### src/rtl/proc_control_unit.sv
// Control unit for the 16-bit processor: PC, IR, sequencing FSM and Moore-decoded datapath strobes.
// Optional macro PROC_STEP_EN gates each Fetch on the Step input for single-stepping.
module proc_control_unit (
    input  logic        Clk,
    input  logic        Reset,
    input  logic        Step,
    input  logic [15:0] I_Data,
    output logic [4:0]  PC_Out,
    output logic [15:0] IR_Out,
    output logic [3:0]  StateO,
    output logic [7:0]  D_Addr,
    output logic        D_Wr,
    output logic        RF_s,
    output logic [3:0]  RF_W_Addr,
    output logic        RF_W_en,
    output logic [3:0]  RF_Ra_Addr,
    output logic [3:0]  RF_Rb_Addr,
    output logic [2:0]  ALU_s0
);
    localparam logic [3:0] S_INIT   = 4'd0;
    localparam logic [3:0] S_FETCH  = 4'd1;
    localparam logic [3:0] S_DECODE = 4'd2;
    localparam logic [3:0] S_NOOP   = 4'd3;
    localparam logic [3:0] S_LOADA  = 4'd4;
    localparam logic [3:0] S_LOADB  = 4'd5;
    localparam logic [3:0] S_STORE  = 4'd6;
    localparam logic [3:0] S_ADD    = 4'd7;
    localparam logic [3:0] S_SUB    = 4'd8;
    localparam logic [3:0] S_HALT   = 4'd9;

    logic [3:0]  r_state;
    logic [3:0]  w_next;
    logic [4:0]  r_pc;
    logic [15:0] r_ir;
    logic        w_advance;

`ifdef PROC_STEP_EN
    assign w_advance = Step;
`else
    // Step is a don't-care here; OR-ing with 1 keeps the port referenced.
    assign w_advance = Step | 1'b1;
`endif

    always_ff @(posedge Clk) begin
        if (Reset) begin
            r_state <= S_INIT;
            r_pc    <= 5'd0;
            r_ir    <= 16'd0;
        end else begin
            r_state <= w_next;
            if (r_state == S_INIT) begin
                r_pc <= 5'd0;
                r_ir <= 16'd0;
            end else if (r_state == S_FETCH && w_advance) begin
                r_ir <= I_Data;
                r_pc <= r_pc + 5'd1;
            end
        end
    end

    always_comb begin
        w_next = S_INIT;
        case (r_state)
            S_INIT:   w_next = S_FETCH;
            S_FETCH:  w_next = w_advance ? S_DECODE : S_FETCH;
            S_DECODE: begin
                case (r_ir[15:12])
                    4'h1:    w_next = S_STORE;
                    4'h2:    w_next = S_LOADA;
                    4'h3:    w_next = S_ADD;
                    4'h4:    w_next = S_SUB;
                    4'h5:    w_next = S_HALT;
                    default: w_next = S_NOOP;
                endcase
            end
            S_NOOP, S_LOADB, S_STORE, S_ADD, S_SUB: w_next = S_FETCH;
            S_LOADA:  w_next = S_LOADB;
            S_HALT:   w_next = S_HALT;
            default:  w_next = S_INIT;
        endcase
    end

    always_comb begin
        D_Addr     = 8'd0;
        D_Wr       = 1'b0;
        RF_s       = 1'b0;
        RF_W_Addr  = 4'd0;
        RF_W_en    = 1'b0;
        RF_Ra_Addr = 4'd0;
        RF_Rb_Addr = 4'd0;
        ALU_s0     = 3'b000;
        case (r_state)
            S_LOADA: D_Addr = r_ir[11:4];
            S_LOADB: begin
                D_Addr    = r_ir[11:4];
                RF_s      = 1'b1;
                RF_W_Addr = r_ir[3:0];
                RF_W_en   = 1'b1;
            end
            S_STORE: begin
                D_Addr     = r_ir[11:4];
                RF_Ra_Addr = r_ir[3:0];
                D_Wr       = 1'b1;
            end
            S_ADD, S_SUB: begin
                RF_Ra_Addr = r_ir[11:8];
                RF_Rb_Addr = r_ir[7:4];
                RF_W_Addr  = r_ir[3:0];
                RF_W_en    = 1'b1;
                ALU_s0     = (r_state == S_ADD) ? 3'b001 : 3'b010;
            end
            default: ;
        endcase
    end

    assign PC_Out = r_pc;
    assign IR_Out = r_ir;
    assign StateO = r_state;
endmodule

### config.mk
export PLATFORM = sky130hd
export DESIGN_NAME = proc_control_unit
export DESIGN_NICKNAME = d
export VERILOG_FILES = /design/src/rtl/proc_control_unit.sv
export SDC_FILE = /design/constraint.sdc
export NUM_CORES = 1
export LEC_CHECK = 0
export ABC_AREA = 1
export ABC_CLOCK_PERIOD_IN_PS = 2300
export CORE_MARGIN = 4
export CORE_UTILIZATION = 42
export DETAILED_ROUTE_END_ITERATION = 8
export PLACE_DENSITY_LB_ADDON = 0.05
export SLEW_MARGIN = 25
export SYNTH_ARGS = -nofsm -noshare
export SYNTH_HDL_FRONTEND = slang
export SYNTH_SLANG_ARGS = --single-unit
### constraint.sdc
create_clock -name Clk -period 2.3 [get_ports Clk]
set_input_delay 0.23 -clock Clk [delete_from_list [all_inputs] [get_ports Clk]]
set_output_delay 0.23 -clock Clk [all_outputs]
set_load 0.1 [all_outputs]
# After elaboration in Yosys (flattened, before gate mapping)
# Cells that the tools add are included.
[op_classes]
n_eq_ne = 14
n_mux = 11
n_reduce_logical = 6
addsub = 1
[ops]
columns = ["op", "count"]
rows = [
  ["one-hot mux 4 bit (5 select lines)", 2],
  ["== test 4 x 3 -> 1 bit (second input constant)", 6],
  ["== test 4 x 2 -> 1 bit (second input constant)", 4],
  ["== test 4 x 1 -> 1 bit (second input constant)", 2],
  ["== test 4 bit (second input constant)", 2],
  ["2-to-1 mux 4 bit", 2],
  ["2-to-1 mux 8 bit", 1],
  ["one-hot mux 4 bit (2 select lines)", 1],
  ["OR reduction 3 bit", 2],
  ["OR reduction 6 bit", 1],
  ["adder 5 x 1 -> 5 bit (second input constant)", 1],
  ["logical NOT 4 bit", 1],
  ["2-to-1 mux 2 bit", 2],
  ["OR reduction 2 bit", 2],
  ["2-to-1 mux 1 bit", 3],
]
[totals]
out_inout_bits = 51
in_bits = 19
regBits = 25
elab_cells = 35

# Logic depth before layout (Yosys ltp)
# Gate-level depths: netlist (run 1).
[depth]
depth_word = 3
ltp_mapped = 7
depth_no_buf = 7

# Least setup slack after synthesis (run 1)
# OpenSTA, ideal clock, no wires.
[synth_timing]
kind = "reg-to-output"
start = "register r_state[2], in the netlist StateO[2]"
end = "output RF_Ra_Addr[0]"
required_ps = 2070
arrival_time_ps = 3888
path_stages_with_launch = 5
slack_ps = -1818
n_path_buf = 0
cell_sequence = "dfxtp_1 -> nand2_1 -> nor2_1 -> nand2_1 -> o21ai_0"
[synth_between]
elab_chain_len = 3
word_cells_on_any_way = 5
classes_between = "eq/ne: 3; mux: 1; reduce/logical: 1"
[synth_rtl]
columns = ["item", "line", "source"]
rows = [
  ["from (decl)", "31", "logic [3:0] r_state;"],
  ["from (signal assigned)", "50", "r_state <= w_next;"],
  ["== test 4 x 3 -> 1 bit or == test 4 bit (tied branches)", "92", "case (r_state)"],
  ["OR reduction 2 bit", "-", ""],
  ["one-hot mux 4 bit (2 select lines) (*)", "92", ""],
  ["to (decl)", "16", "output logic [3:0] RF_Ra_Addr,"],
]
# Mark *: on every way between the ends. The rest lies on a longest branch, timed or not.

# Final worst setup path (run 1)
[layout_timing]
start = "register r_state[3], in the netlist StateO[3]"
end = "output D_Addr[4]"
[layout_between]
elab_chain_len = 3
word_cells_on_any_way = 5
classes_between = "eq/ne: 3; mux: 1; reduce/logical: 1"
[layout_rtl]
columns = ["item", "line", "source"]
rows = [
  ["== test 4 x 3 -> 1 bit", "92", ""],
  ["OR reduction 3 bit (no source line) (*)", "-", ""],
  ["2-to-1 mux 8 bit (*)", "92", ""],
  ["to (decl)", "11", "output logic [7:0] D_Addr,"],
]
# Marks and branches as above.

==> reports/metrics.yaml, run 1 <==
nets: 266
ys_seq_area_share_pct: 37.6
die_area_sq_um: 4130
slew_viol_final: 0
avgSynthCellArea_sq_um: 7.39
design_area_sq_um: 2270
clkTransAtPathRegs_ns: 0.14
gr-usage-all-layers_pct: 18.5
tightest_slew_ns: 0.594
path_class: "reg2out"
ant_nets: 0
p_sw_share_pct: 55.6
cp-end-kind: "output pin"
synth_seq_cells: 25
synthFlopType: "dfxtp_1"
p_switching_mw: 0.967
finalCriticalPeriod_ns: 2.13
antennaDiodeCount: 0
yosysUniqueCellTypes: 25
die_width_microns: 64.3
tns_ns: 0
min_period_over_period_pct: 92.8
fmax_ghz: 0.469
grt_overflow: 0
final-setup-viol-count: 0
reg2reg_setup_slack_ns: 0.90
seq_area_sq_um: 513
cts-resized-gates: 0
synth_edf_count: 0
rsz0062_at_grt: "false"
wire_per_inst_microns: 12.7
io_buffers: 67
critical_path_arrival_ns: 1.90
multi_input_area_sq_um: 747
power-per-cell-area_nw_per_um2: 766
cts_hold_buf: 0
clockPowerShare_pct: 11.5
via_per_inst: 4.74
drtIter0Drc: 77
drtPass1Iterations: 4
grt_first_pass_wirelength_microns: 6080
clock_latency_ns: 0.33
postCtsSetupBuffers: 0
synthToLayoutAreaGrowth_pct: 70.6
via_count: 1371
die_h_microns: 64.3
htreeDepth: 1
combPwrFrac_pct: 56.6
cts-root-buf: "clkbuf_4"
p_leak_nw: 0.875
cts_made_buffers: 3
post-place-ws_ns: 0.507
wl_microns: 3680
rows: 20
core-area_sq_um: 3050
grt_max_degree: 38
setup_ws_ns: 0.166
clock_skew_ns: 0.00921
internal_power_mw: 0.771
synth_cells: 180
antenna_found_initial: 0
cts_sinks: 25
yosysWarningCount: 0
synthArstFlopShare_pct: 0
initial_core_util_pct: 43.6
power_frac_seq_pct: 31.9
hold_viol: 0
num-fill-cells: 242
drive_gt1_share_pct: 42.0
syn-num-nets: 200
critPathLaunchType: "flip-flop"
place_area_sq_um: 2240
status: "complete, no violations"
cp_max_fo: 8
critPathRequiredTime_ns: 2.07
ios: 70
hpwl_microns: 2900
maxCapViolations: 0
ir_drop_uv: 486
drc: 0
tritoncts: "yes"
first_global_vias: 1367
hold_class: "in2reg"
slew_headroom_pct: 60.3
clockBufferDepth: 2
synthesis.area_sq_um: 1330
routabilityCongestion: 0.795
==> metrics by stage <==
stage | hold slack, ns | total power, mW | instances | utilization, %
CTS | 0.438 | 1.75 | 289 | 74.3
global placement | 0.487 | 1.53 | 285 | 73.5
floorplan | 0.289 | 1.39 | 180 | -
finish | 0.448 | 1.74 | 289 | 74.3
global route | 0.438 | 1.83 | 289 | 74.3
detailed placement | 0.486 | 1.55 | 285 | 73.5
==> worst max-delay path, cell delays in order (launching register included) <==
cell and delay (ns):
dfxtp_4 0.39, inv_1 0.07, nand2_1 0.15, inv_1 0.14
nand2_1 0.35, nor2_2 0.28, buf_12 0.20
==> metal layers <==
layer / vias to the layer above / GRT usage (%) / share of wire (%)
met2: 59 / 32.9 / 49
met3: 6 / 7.56 / 11
met1: 614 / 19.4 / 38
met5: - / 0 / 0
li1: 692 / - / -
met4: 0 / 7.12 / 1.4
==> state kept, by name, indices dropped and copies added, names as in the netlist <==
name	flops
IR_Out	16
StateO	4
PC_Out	5
==> Yosys cell counts (2+ instances only) <==
library cell	count	area share, %
nand2_2	2	0.94
nor2_1	34	9.6
inv_1	25	7.1
nand2_1	36	10
a21oi_1	9	3.4
dfxtp_1	25	38
a211oi_2	12	11
o21ai_1	2	0.75
nor3b_2	2	1.9
buf_6	4	3.4
nand3_1	8	3.0
buf_4	2	1.1
inv_2	3	0.85
o21ai_0	5	1.9
==> kinds of logic (layout without fill, tap and decap cells) <==
family          count (synthesis)  after routing  share of synthesized area [%]
compound gates                 30             30                           18.5
xor+xnor                        2              2                           1.32
fa+ha+maj                       1              1                          0.941
buf+inv                        34             99                           12.4
flops                          25             25                           37.6
other cells                     1              1                          0.282
simple gates                   87             87                           28.9
==> final cells by class <==
class,count,share of cell area [%]
multi-input cells,121,32.9
repair buffers,67,35.6
well taps,44,2.43
clock buffers,4,1.16
flip-flops and latches,25,22.6
inverters,28,5.29
==> cell usage in the layout, fill, tap and decap left out, drive strengths merged <==
master and count:
inv 24, a22oi 1, nand3 8, nand2 39, clkinvlp 4, a21oi 9
xnor2 1, nor2 36, ha 1, o21ai 8, nor3 2, xor2 1
clkbuf 4, nor3b 2, conb 1, clkdlybuf4s50 17, buf 50, a211oi 12
dfxtp 25
==> path summary, 6_finish.rpt <==
path         cells past startpoint   endpoint  startpoint
max                              6  D_Addr[4]   StateO[3]
max reg2reg                      6  PC_Out[3]   StateO[0]
min                              3  IR_Out[0]   I_Data[0]
min reg2reg                      2  IR_Out[3]   IR_Out[3]
==> power groups by stage <==
stage / clock network (mW) / registers [mW] / logic (mW)
after floorplan: 0 / 0.993 / 0.402
after global placement: 0 / 0.560 / 0.974
after detailed placement: 0 / 0.564 / 0.989
after CTS: 0.211 / 0.554 / 0.990
after global routing: 0.225 / 0.565 / 1.04
final: 0.200 / 0.554 / 0.984
Power figures use the tool's default switching activity.
==> inputs of run 2 (changes only) <==
--- a/config.mk
+++ b/config.mk
@@ -7,8 +7,10 @@
 export LEC_CHECK = 0
 export ABC_AREA = 1
 export ABC_CLOCK_PERIOD_IN_PS = 2300
+export CELL_PAD_IN_SITES_DETAIL_PLACEMENT = 0
+export CELL_PAD_IN_SITES_GLOBAL_PLACEMENT = 1
 export CORE_MARGIN = 4
-export CORE_UTILIZATION = 42
+export CORE_UTILIZATION = 28
 export DETAILED_ROUTE_END_ITERATION = 8
 export PLACE_DENSITY_LB_ADDON = 0.05
 export SLEW_MARGIN = 25
==> run 2 against run 1 <==
- critical path depth unchanged
- worst setup slack improved by 0.064 ns
- wire length decreased by 0.22%
- largest power group unchanged
==> reports/metrics.yaml, run 2 (same netlist as run 1, synthesis figures left out) <==
status: "complete, no violations"
worstRegToRegCells: 6
crit_family: "simple AND/OR/NAND/NOR gates"
hold_depth: 3
wire_per_inst_microns: 12.4
die_h_microns: 76.9
tightest_slew_ns: 0.587
clkTransAtPathRegs_ns: 0.09
critical_path_arrival_ns: 1.84
mostFrequentLayoutCell: "nand2_1"
r2r-start: "StateO[0]"
synthToLayoutAreaGrowth_pct: 73.0
nets: 266
grt_first_pass_wirelength_microns: 6050
r2r-end: "PC_Out[3]"
critPathLaunchType: "flip-flop"
antennaDiodeCount: 0
ir_drop_uv: 336
slew_viol_final: 0
clock_latency_ns: 0.27
grt_max_degree: 38
final_cell_mix: "nand2_1 (36), buf_4 (29), dfxtp_1 (21), inv_1 (21), buf_12 (21)"
hold_class: "in2reg"
antenna_found_initial: 0
multi_input_area_sq_um: 747
grt_overflow: 0
final-setup-viol-count: 0
rows: 24
crit_start: "StateO[3]"
cp_max_fo: 8
cpPeakStageDelay_ns: 0.37
initial_core_util_pct: 29.7
tritoncts: "yes"
drc: 0
slew_headroom_pct: 60.8
via_count: 1323
seq_area_sq_um: 513
drtIter0Drc: 54
hold_viol: 0
p_leak_nw: 0.886
wl_microns: 3670
min_to: "IR_Out[1]"
die_width_microns: 76.9
postCtsSetupBuffers: 0
clockBufferDepth: 2
hpwl_microns: 2880
drive_gt1_share_pct: 42.4
cts-resized-gates: 0
cts_hold_buf: 0
routabilityCongestion: 0.751
drtPass1Iterations: 4
finalCriticalPeriod_ns: 2.07
gr-usage-all-layers_pct: 12.6
first_global_vias: 1217
cp-end-kind: "output pin"
cts-root-buf: "clkbuf_8"
ant_nets: 0
cpMaxStageDelayCell: "dfxtp_4"
critPathRequiredTime_ns: 2.07
num-fill-cells: 432
path_class: "reg2out"
path_cells: "inv_1 -> nand2_1 -> inv_1 -> nand2_1 -> nor2_2 -> buf_12"
maxCapViolations: 0
core-area_sq_um: 4470
cts_sinks: 25
hp-start: "I_Data[1]"
rsz0062_at_grt: "false"
min_period_over_period_pct: 90.0
largest_reg_flops: 16
fmax_ghz: 0.483
clock_skew_ns: 0.00714
hold_ws_ns: 0.503
tns_ns: 0
via_per_inst: 4.45
power-per-cell-area_nw_per_um2: 785
htreeDepth: 1
ios: 70
cts_made_buffers: 3
io_buffers: 67
crit_buf_inv: 3
reg2reg_setup_slack_ns: 0.90
die_area_sq_um: 5920
run 2: cell count changes in the layout (fill, tap and decap cells not counted):
cell / before / now
inv_4: 0 / 1
clkbuf_1: 1 / 0
clkbuf_4: 3 / 0
clkbuf_8: 0 / 3
run 2: how the worst max path moves through the flow:
stage | to | slack [ns] | cells past startpoint
after floorplan | D_Addr[5] | 0.002 | 2
final | D_Addr[4] | 0.23 | 6
after CTS | D_Addr[4] | 0.19 | 6
after global routing | D_Addr[4] | 0.07 | 6
after detailed placement | D_Addr[4] | 0.50 | 6
after global placement | D_Addr[4] | 0.51 | 6
run 2: cell type report:
| cell class | instances | share of cell area [%] |
|---|---|---|
| sequential | 25 | 22.3 |
| inverter | 28 | 5.22 |
| clock inverter | 1 | 0.272 |
| multi-input combinational | 121 | 32.5 |
| tap | 52 | 2.83 |
| timing repair buffer | 67 | 35.1 |
| clock buffer | 3 | 1.79 |
run 2: through the flow:
stage          area, sq um  total power [mW]  util, %  instances  worst slack [ns]
3_5_place_dp          2250              1.56     50.4        293             0.495
6_report              2300              1.81     51.4        297             0.230
3_3_place_gp          2250              1.56     50.4        293             0.506
2_1_floorplan         1440              1.39        -        180           0.00167
5_1_grt               2300              1.92     51.4        297            0.0717
4_1_cts               2300              1.84     51.4        297             0.189
run 2: tightest hold or removal path: cells and delay by family:
| family | cells | cell delay [ns] |
|---|---|---|
| and+or+nand+nor | 1 | 0.06 |
| AOI/OAI and AO/OA | 1 | 0.05 |
| buffers and inverters | 1 | 0.40 |
run 2: metal layers:
metal	vias up	share of wire [%]	track usage [%]	wire, microns
met4	0	0.49	3.80	18
met2	51	41	17.9	1510
li1	695	-	-	-
met1	575	47	17.1	1740
met3	2	11	5.39	398
met5	-	0	0	0
run 2: report_power, final:
part | switching [mW] | internal [mW]
clock | 0.148 | 0.124
sequential | 0.0563 | 0.497
combinational | 0.775 | 0.206
==> edit, RTL diff (config.mk and constraints of run 2) <==
Register the output `RF_Rb_Addr`, with the module's reset; this adds one clock of latency there. The other outputs are not delayed to match.
--- a/src/rtl/proc_control_unit.sv
+++ b/src/rtl/proc_control_unit.sv
@@ -29,2 +29,4 @@
     localparam logic [3:0] S_HALT   = 4'd9;
+
+    logic [3:0] RF_Rb_Addr_d;
 
@@ -89,3 +91,3 @@
         RF_Ra_Addr = 4'd0;
-        RF_Rb_Addr = 4'd0;
+        RF_Rb_Addr_d = 4'd0;
         ALU_s0     = 3'b000;
@@ -106,3 +108,3 @@
                 RF_Ra_Addr = r_ir[11:8];
-                RF_Rb_Addr = r_ir[7:4];
+                RF_Rb_Addr_d = r_ir[7:4];
                 RF_W_Addr  = r_ir[3:0];
@@ -118,2 +120,10 @@
     assign StateO = r_state;
+    always_ff @(posedge Clk) begin
+        if (Reset) begin
+            RF_Rb_Addr <= '0;
+        end else begin
+            RF_Rb_Addr <= RF_Rb_Addr_d;
+        end
+    end
+
 endmodule
Function: changed (Yosys sat finds a counterexample within 4 cycles, from zero or initial values and one cycle with Reset high).
==> edit against run 2 <==
- first-iteration DRC count decreased by 37%
- largest cell class is now multi-input combinational cells
- highest routed layer unchanged
- non-clock buffer count increased by 1
- worst setup slack got worse by 0.11 ns
- worst hold slack improved by 0.0032 ns
- final cell count increased by 6.7%
- wire length increased by 6.2%
- global-route usage increased by 0.83 points
- synthesized area increased by 6.6%
- critical path type unchanged
- cell area increased by 5.3%
- count of clock-buffer cells in the layout increased by 3
- critical endpoint is now D_Addr[1]
- total power increased by 12%
- sequential cell count increased by 4
==> edit: results (changes against run 2) <==
Clock network
The CTS buffer count came to 5 (was 3). The total number of H-tree levels is 2 (was 1). The clock slew at the register clock pins of the worst setup and hold paths is 0.06 ns (was 0.09 ns).

Drt
The total via count in the routed design is 1371 (was 1323). The total met3 wirelength after detailed routing is 282 um (was 398 um). The average wire per standard cell is 12.29 um (was 12.36 um). The number of design-rule violations left by the first detailed-router iteration is 34 (was 54). The met1 layer wirelength in the final routing is 1693 um (was 1740 um). The vias per cell is 4.325 (was 4.455).

Synth
Top post-synthesis cells by area: sky130_fd_sc_hd__dfxtp_1, sky130_fd_sc_hd__a211oi_2, sky130_fd_sc_hd__nor2_1, sky130_fd_sc_hd__nand2_1, sky130_fd_sc_hd__inv_1 (was sky130_fd_sc_hd__dfxtp_1, sky130_fd_sc_hd__a211oi_2, sky130_fd_sc_hd__nand2_1, sky130_fd_sc_hd__nor2_1, sky130_fd_sc_hd__inv_1). The number of distinct standard cells referenced by the synthesized netlist came to 29 (was 25). The cell count after synthesis came to 181 (was 180).

The parity-gate share of the synthesized area counting xor and xnor cells came to 0.01236 (was 0.01317). The post-synthesis adder-cell area fraction is 0.008826 (was 0.009407). The area fraction in compound gates after synthesis was 0.1739 (was 0.1853). The post-synthesis net count was 201 (was 200). Synth cell count leaders: sky130_fd_sc_hd__nor2_1, sky130_fd_sc_hd__nand2_1, sky130_fd_sc_hd__dfxtp_1, sky130_fd_sc_hd__inv_1, sky130_fd_sc_hd__a211oi_2 (was sky130_fd_sc_hd__nand2_1, sky130_fd_sc_hd__nor2_1, sky130_fd_sc_hd__dfxtp_1, sky130_fd_sc_hd__inv_1, sky130_fd_sc_hd__a211oi_2).

Place
The total cell area at the placement stage is 0.002341 mm2 (was 0.002253 mm2). The half-perimeter wire length of the detailed placement result is 2900 um (was 2882 um). The routability congestion estimate from global placement is 0.8103 (was 0.7512).

Pwr
The clock group share of total power is 0.199 (was 0.151). The internal portion of total power is 991.7 uW (was 827.1 uW). The static leakage power is 0.9920 nW (was 0.8856 nW). The combinational group share of total power was 0.485 (was 0.543).

Worst setup path
The cell at the slowest stage of the critical path was sky130_fd_sc_hd__nor3_4 (was sky130_fd_sc_hd__dfxtp_4). The worst reg2reg path startpoint is StateO[3]$_SDFF_PP0_ (was StateO[0]$_SDFF_PP0_). The number of cells traversed by the worst register-to-register path came to 5 (was 6). The capture point of the critical path was D_Addr[1] (was D_Addr[4]). The data arrival time of the critical path is 1.95 ns (was 1.84 ns).

Finish
The share of post-route cells with drive strength above 1 is 0.4200 (was 0.4245). The number of filler cells placed in the layout is 502 (was 432). The number of nets in the final layout came to 269 (was 266).

Outcome
Outcome: finished, final reports clean (unchanged).

Timing
The relative slew slack is 0.4208 (was 0.6076). The clock period minus worst slack came to 2.180 ns (was 2.070 ns). The worst clock skew is 0.006122 ns (was 0.007139 ns).

Worst hold path
The worst hold path endpoint is IR_Out[0]$_SDFFE_PP0P_ (was IR_Out[1]$_SDFFE_PP0P_).

GRT
The met3 capacity usage during global routing came to 0.04875 (was 0.05386). The overall track demand over capacity in global routing was 0.1340 (was 0.1257). The met1 layer usage reported by global route is 0.1570 (was 0.1706).
-- edit: logic make-up after synthesis --
family	Yosys count
and+or+nand+nor	85
buffers and inverters	34
AOI/OAI and AO/OA	29
DFF	29
xor gates and xnor gates	2
adders and majority gates	1
other	1
-- edit: area by class of cell --
class                      instances  area, um2  share of cell area
tap                               67      83.83             0.03459
inverter                          27      118.9             0.04905
clock inverter                     2      10.01            0.004130
clock buffer                       6      72.57             0.02994
multi-input combinational        118      777.0              0.3206
timing repair buffer              68      765.7              0.3160
sequential                        29      595.6              0.2457
-- edit: repair_timing --
item                                    in CTS  in global routing
buffers inserted                             0                  0
hold buffers                                 0                  0
endpoints found under the setup margin       0                  2
resized for setup                            0                  0
-- edit: per-stage QoR --
stage	utilization	power [mW]	TNS (ns)	hold slack, ns
finish	0.5031	2.029	0	0.5059
global route	0.5031	2.147	0	0.5139
CTS	0.5031	2.060	0	0.5011
detailed placement	0.4860	1.647	0	0.4987
global placement	0.4860	1.649	0	0.4980
floorplan	-	1.467	-0.9924	0.2894
